`config.mk`:
```
export PLATFORM = sky130hd
export DESIGN_NAME = sample_serializer
export DESIGN_NICKNAME = d
export VERILOG_FILES = /design/src/rtl/sample_ser_pkg.sv /design/src/rtl/sample_fifo.sv /design/src/rtl/sample_serializer.sv
export SDC_FILE = /design/constraint.sdc
export NUM_CORES = 1
export LEC_CHECK = 0
export CORE_AREA = 2 2 83 85
export CTS_CLUSTER_DIAMETER = 150
export DETAILED_ROUTE_END_ITERATION = 8
export DIE_AREA = 0 0 85 87
export PLACE_DENSITY = 0.74
export REMOVE_ABC_BUFFERS = 1
export SYNTH_ARGS = -nofsm -noshare
export SYNTH_HDL_FRONTEND = slang
export SYNTH_SLANG_ARGS = --single-unit
```
`constraint.sdc`:
```
create_clock -name clk -period 3.1 [get_ports clk]
set_input_delay 0.465 -clock clk [delete_from_list [all_inputs] [get_ports clk]]
set_output_delay 0.465 -clock clk [all_outputs]
set_load 0.005 [all_outputs]
```
`src/rtl/sample_ser_pkg.sv`:
```
// Shared types and constants for the sample serializer.
// Define SAMPLE_SER_PARITY_EN to append an even-parity bit to each frame.
package sample_ser_pkg;

    localparam int DEF_DATA_W = 12;

`ifdef SAMPLE_SER_PARITY_EN
    localparam int PARITY_BITS = 1;
`else
    localparam int PARITY_BITS = 0;
`endif

    function automatic int frame_bits(input int data_w);
        return data_w + PARITY_BITS;
    endfunction

    localparam int FRAME_BITS = frame_bits(DEF_DATA_W);

    typedef enum logic [1:0] {
        IDLE,
        SHIFT,
        GAP
    } ser_state_t;

endpackage

```
`src/rtl/sample_fifo.sv`:
```
// Small synchronous FIFO; a push while full is accepted only alongside a pop.
module sample_fifo #(
    parameter int DATA_W     = 12,
    parameter int FIFO_DEPTH = 4
) (
    input  logic                            clk,
    input  logic                            rst_n,
    input  logic [DATA_W-1:0]               wdata,
    input  logic                            push,
    input  logic                            pop,
    output logic [DATA_W-1:0]               rdata,
    output logic                            full,
    output logic                            empty,
    output logic [$clog2(FIFO_DEPTH):0]     level
);

    localparam int AW = $clog2(FIFO_DEPTH);
    localparam int LW = AW + 1;

    logic [DATA_W-1:0] mem [FIFO_DEPTH];
    logic [AW-1:0]     wr_ptr;
    logic [AW-1:0]     rd_ptr;
    logic              do_push;
    logic              do_pop;

    assign full    = (level == LW'(FIFO_DEPTH));
    assign empty   = (level == '0);
    assign do_pop  = pop && !empty;
    assign do_push = push && (!full || do_pop);
    assign rdata   = mem[rd_ptr];

    always_ff @(posedge clk) begin
        if (do_push) begin
            mem[wr_ptr] <= wdata;
        end
    end

    always_ff @(posedge clk) begin
        if (!rst_n) begin
            wr_ptr <= '0;
            rd_ptr <= '0;
            level  <= '0;
        end else begin
            if (do_push) begin
                wr_ptr <= wr_ptr + 1'b1;
            end
            if (do_pop) begin
                rd_ptr <= rd_ptr + 1'b1;
            end
            level <= level + LW'(do_push) - LW'(do_pop);
        end
    end

endmodule

```
`src/rtl/sample_serializer.sv`:
```
// Buffers decimated samples and ships them MSB-first on a 3-wire serial link.
// Define SAMPLE_SER_PARITY_EN to append an even-parity bit to each frame.
module sample_serializer
    import sample_ser_pkg::*;
#(
    parameter int DATA_W     = DEF_DATA_W,
    parameter int FIFO_DEPTH = 4,
    parameter int CLK_DIV    = 4
) (
    input  logic                            clk,
    input  logic                            rst_n,
    input  logic [DATA_W-1:0]               data_in,
    input  logic                            new_data,
    output logic                            ser_clk,
    output logic                            ser_data,
    output logic                            ser_frame,
    output logic                            overflow,
    output logic [$clog2(FIFO_DEPTH):0]     fifo_level
);

    localparam int FB    = frame_bits(DATA_W);
    localparam int DIV_W = $clog2(2 * CLK_DIV + 1);
    localparam int CNT_W = $clog2(FB + 1);

    localparam logic [DIV_W-1:0] DIV_LAST = DIV_W'(2 * CLK_DIV - 1);
    localparam logic [DIV_W-1:0] DIV_HALF = DIV_W'(CLK_DIV - 1);
    localparam logic [CNT_W-1:0] BIT_LAST = CNT_W'(FB - 1);

    ser_state_t        state;
    logic [DIV_W-1:0]  div;
    logic [CNT_W-1:0]  bit_cnt;
    logic [FB-1:0]     shreg;
    logic [FB-1:0]     frame_word;
    logic [DATA_W-1:0] head;
    logic              fifo_full;
    logic              fifo_empty;
    logic              pop;

    sample_fifo #(
        .DATA_W     (DATA_W),
        .FIFO_DEPTH (FIFO_DEPTH)
    ) u_fifo (
        .clk   (clk),
        .rst_n (rst_n),
        .wdata (data_in),
        .push  (new_data),
        .pop   (pop),
        .rdata (head),
        .full  (fifo_full),
        .empty (fifo_empty),
        .level (fifo_level)
    );

`ifdef SAMPLE_SER_PARITY_EN
    assign frame_word = {head, ^head};
`else
    assign frame_word = head;
`endif

    assign pop = (state == IDLE) && !fifo_empty;

    always_ff @(posedge clk) begin
        if (!rst_n) begin
            state     <= IDLE;
            div       <= '0;
            bit_cnt   <= '0;
            shreg     <= '0;
            ser_clk   <= 1'b0;
            ser_data  <= 1'b0;
            ser_frame <= 1'b0;
            overflow  <= 1'b0;
        end else begin
            if (new_data && fifo_full && !pop) begin
                overflow <= 1'b1;
            end
            case (state)
                IDLE: begin
                    if (pop) begin
                        shreg     <= frame_word;
                        ser_data  <= frame_word[FB-1];
                        ser_frame <= 1'b1;
                        ser_clk   <= 1'b0;
                        div       <= '0;
                        bit_cnt   <= '0;
                        state     <= SHIFT;
                    end
                end
                SHIFT: begin
                    if (div == DIV_LAST) begin
                        // bit boundary: clock falls, data advances
                        div     <= '0;
                        ser_clk <= 1'b0;
                        if (bit_cnt == BIT_LAST) begin
                            ser_frame <= 1'b0;
                            ser_data  <= 1'b0;
                            state     <= GAP;
                        end else begin
                            bit_cnt  <= bit_cnt + 1'b1;
                            shreg    <= shreg << 1;
                            ser_data <= shreg[FB-2];
                        end
                    end else begin
                        div <= div + 1'b1;
                        if (div == DIV_HALF) begin
                            ser_clk <= 1'b1;
                        end
                    end
                end
                GAP: begin
                    if (div == DIV_LAST) begin
                        div   <= '0;
                        state <= IDLE;
                    end else begin
                        div <= div + 1'b1;
                    end
                end
                default: state <= IDLE;
            endcase
        end
    end

endmodule

```
==> flow_metrics.env <==
export IMPL_status="complete, no violations"
export IMPL_timing_final_ws_setup_ps=703
export IMPL_r2r_start="state[0]$_SDFFE_PN0P_"
export IMPL_report_final_slew_viol_count=0
export IMPL_die_h_um=87
export IMPL_worstSetupPathType="reg -> reg"
export IMPL_worstPathArrival_ps=2640
export IMPL_syn_to_final_growth_pct=13.6
export IMPL_clockRootBuffer="clkbuf_8"
export IMPL_postRouteAntennaNets=0
export IMPL_clockBufferDepth=2
export IMPL_async_flop_share=0
export IMPL_overflow=0
export IMPL_cts_resized=0
export IMPL_htree_levels=3
export IMPL_clk_latency_ps=360
export IMPL_synth_cell_type_count=49
export IMPL_avgSynthCellArea_um2=13.6
export IMPL_io_buffers=21
export IMPL_fin_nets=310
export IMPL_startpoint_type="flop"
export IMPL_grt_pass1_vias=2085
export IMPL_dr_pass1_iters=4
export IMPL_rsz0062_at_grt="false"
export IMPL_syn_inst=259
export IMPL_relSlewSlack=0.558
export IMPL_place_ws_ps=594
export IMPL_path_max_fanout=7
export IMPL_crit_path_end_kind="flop"
export IMPL_hold_viol=0
export IMPL_viasPerCell=5.72
export IMPL_grt_max_degree=28
export IMPL_cp_data_required_time_ps=3350
export IMPL_numClockSinks=82
export IMPL_post_dp_hpwl_mm=3.78
export IMPL_ys_seq_area_frac=0.604
export IMPL_tightest_slew_ps=661
export IMPL_final_layout_size_suffix_gt1_frac=0.181
export IMPL_routedWlPerCell_um=16.3
export IMPL_post_route_min_period_ps=2400
export IMPL_hold_class="reg -> reg"
export IMPL_antennaDiodeCount=0
export IMPL_vias=2100
export IMPL_postCtsSetupBuffers=0
export IMPL_ys_ff_latch=82
export IMPL_startpoint="state[0]$_SDFFE_PN0P_"
export IMPL_die_w_um=85
export IMPL_pin_count=22
export IMPL_row_count=30
export IMPL_synthesis_area_um2=3510
export IMPL_gp_congestion=0.805
export IMPL_skew_ps=9.44
export IMPL_grt_usage=0.181
export IMPL_finalSetupViolCount=0
export IMPL_p_leak_uw=0.00136
export IMPL_wl_mm=5.98
export IMPL_ys_warn_count=0
export IMPL_setup_tns_ps=0
export IMPL_drc=0
export IMPL_ctsHoldBuffers=0
export IMPL_min_from="shreg[6]$_SDFFE_PN0P_"
export IMPL_design_core_area_um2=6570
export IMPL_synth_edff_count=48
export IMPL_fmax_mhz=417
export IMPL_synth_flop_cell="edfxtp_1"
export IMPL_die_area_um2=7400
export IMPL_cts_tree="done"
export IMPL_antenna_found_initial=0
export IMPL_ir_drop_uv=457
export IMPL_path_clk_slew_ps=90
export IMPL_p_per_area_nw_per_um2=868
export IMPL_post_route_period_util=0.773
export IMPL_initial_core_util=0.535
export IMPL_drt_initial_drc_count=153
export IMPL_drv_cap=0
export IMPL_cts_buffers=9
export IMPL_grt_pass1_wl_mm=10.1
## where the power goes
part / leakage [uW] / switching (uW) / internal (uW)
clock: 0.000102 / 420 / 386
sequential: 0.000719 / 124 / 1340
combinational: 0.000539 / 633 / 562
total: 0.00136 / 1180 / 2290
## cell families after synthesis
logic type | Yosys count | synth area share
buf+inv | 23 | 0.0317
flops | 82 | 0.604
xor+xnor | 5 | 0.0125
simple gates | 61 | 0.0979
fa+ha+maj | 13 | 0.0484
mux | 24 | 0.115
compound gates | 51 | 0.0905
## registers in the layout, indices dropped and copies added (netlist names), named ones only
| register | cells |
|---|---|
| state | 2 |
| u_fifo.wr_ptr | 2 |
| ser_clk | 1 |
| overflow | 1 |
| u_fifo.rd_ptr | 2 |
| ser_frame | 1 |
| bit_cnt | 4 |
| ser_data | 1 |
| u_fifo.mem | 48 |
| div | 4 |
| shreg | 11 |
| u_fifo.level | 3 |
## synth_stat cells, types with 4 or more instances
cell type | number | area (um^2)
a21oi_1 | 18 | 90.1
nand2_1 | 8 | 30.0
o21ai_0 | 17 | 85.1
ha_1 | 12 | 150
nor2_1 | 13 | 48.8
mux2_2 | 11 | 124
buf_2 | 6 | 30.0
dfxtp_1 | 34 | 681
and2_1 | 5 | 31.3
nand3_1 | 16 | 80.1
inv_1 | 8 | 30.0
edfxtp_1 | 48 | 1440
clkbuf_1 | 4 | 15.0
mux4_2 | 12 | 270
## worst max-delay path, cell delays in order, from the launching register on
cell and delay [ps]:
dfxtp_1 320, inv_1 120, ha_1 310, nor4b_1 120
nor2b_1 410, ha_1 220, inv_1 50, fa_1 370
xor2_1 160, xnor2_1 150, nor2_1 50
## area by class of cell
class / count / area (um^2)
fill: 508 / 2580
clock inverter: 7 / 83.8
tap: 80 / 100
multi-input combinational: 154 / 1280
timing repair buffer: 26 / 248
sequential: 82 / 2120
inverter: 9 / 33.8
clock buffer: 9 / 124
## placed cells by master, fill, tap and decap left out, types with 8 or more instances in the layout
cell type	synthesis	layout
edfxtp_1	48	48
dfxtp_1	34	34
clkdlybuf4s50_1	0	21
a21oi_1	18	18
o21ai_0	17	17
nand3_1	16	16
nor2_1	13	13
mux4_2	12	12
ha_1	12	12
mux2_2	11	11
clkbuf_8	0	9
inv_1	8	8
nand2_1	8	8
## through the flow
stage               power, uW  cell area (um^2)  hold WS, ps  cells   util
finish                   3460              3990          477    367  0.608
global route             3690              3990          511    367  0.608
CTS                      3490              3990          478    367  0.608
detailed placement       2680              3780          465    351  0.576
global placement         2660              3780          451    351  0.576
floorplan                2330              3440          450    245      -
## final timing paths
check / endpoint / slack [ps] / depth (start not counted)
worst min-delay path: shreg[6]$_SDFFE_PN0P_ / 480 / 2
worst min register to register: shreg[6]$_SDFFE_PN0P_ / 480 / 2
worst max-delay path: u_fifo.level[2]$_SDFF_PN0_ / 700 / 10
worst max register to register: u_fifo.level[2]$_SDFF_PN0_ / 700 / 10
## routing by layer
metal	track usage	wire length, um	vias to the layer above
met1	0.242	2760	1026
met2	0.283	2800	51
li1	-	-	1013
met5	0	0	-
met4	0.0938	131	0
met3	0.0370	287	10
(Power assumes the default switching activity.)
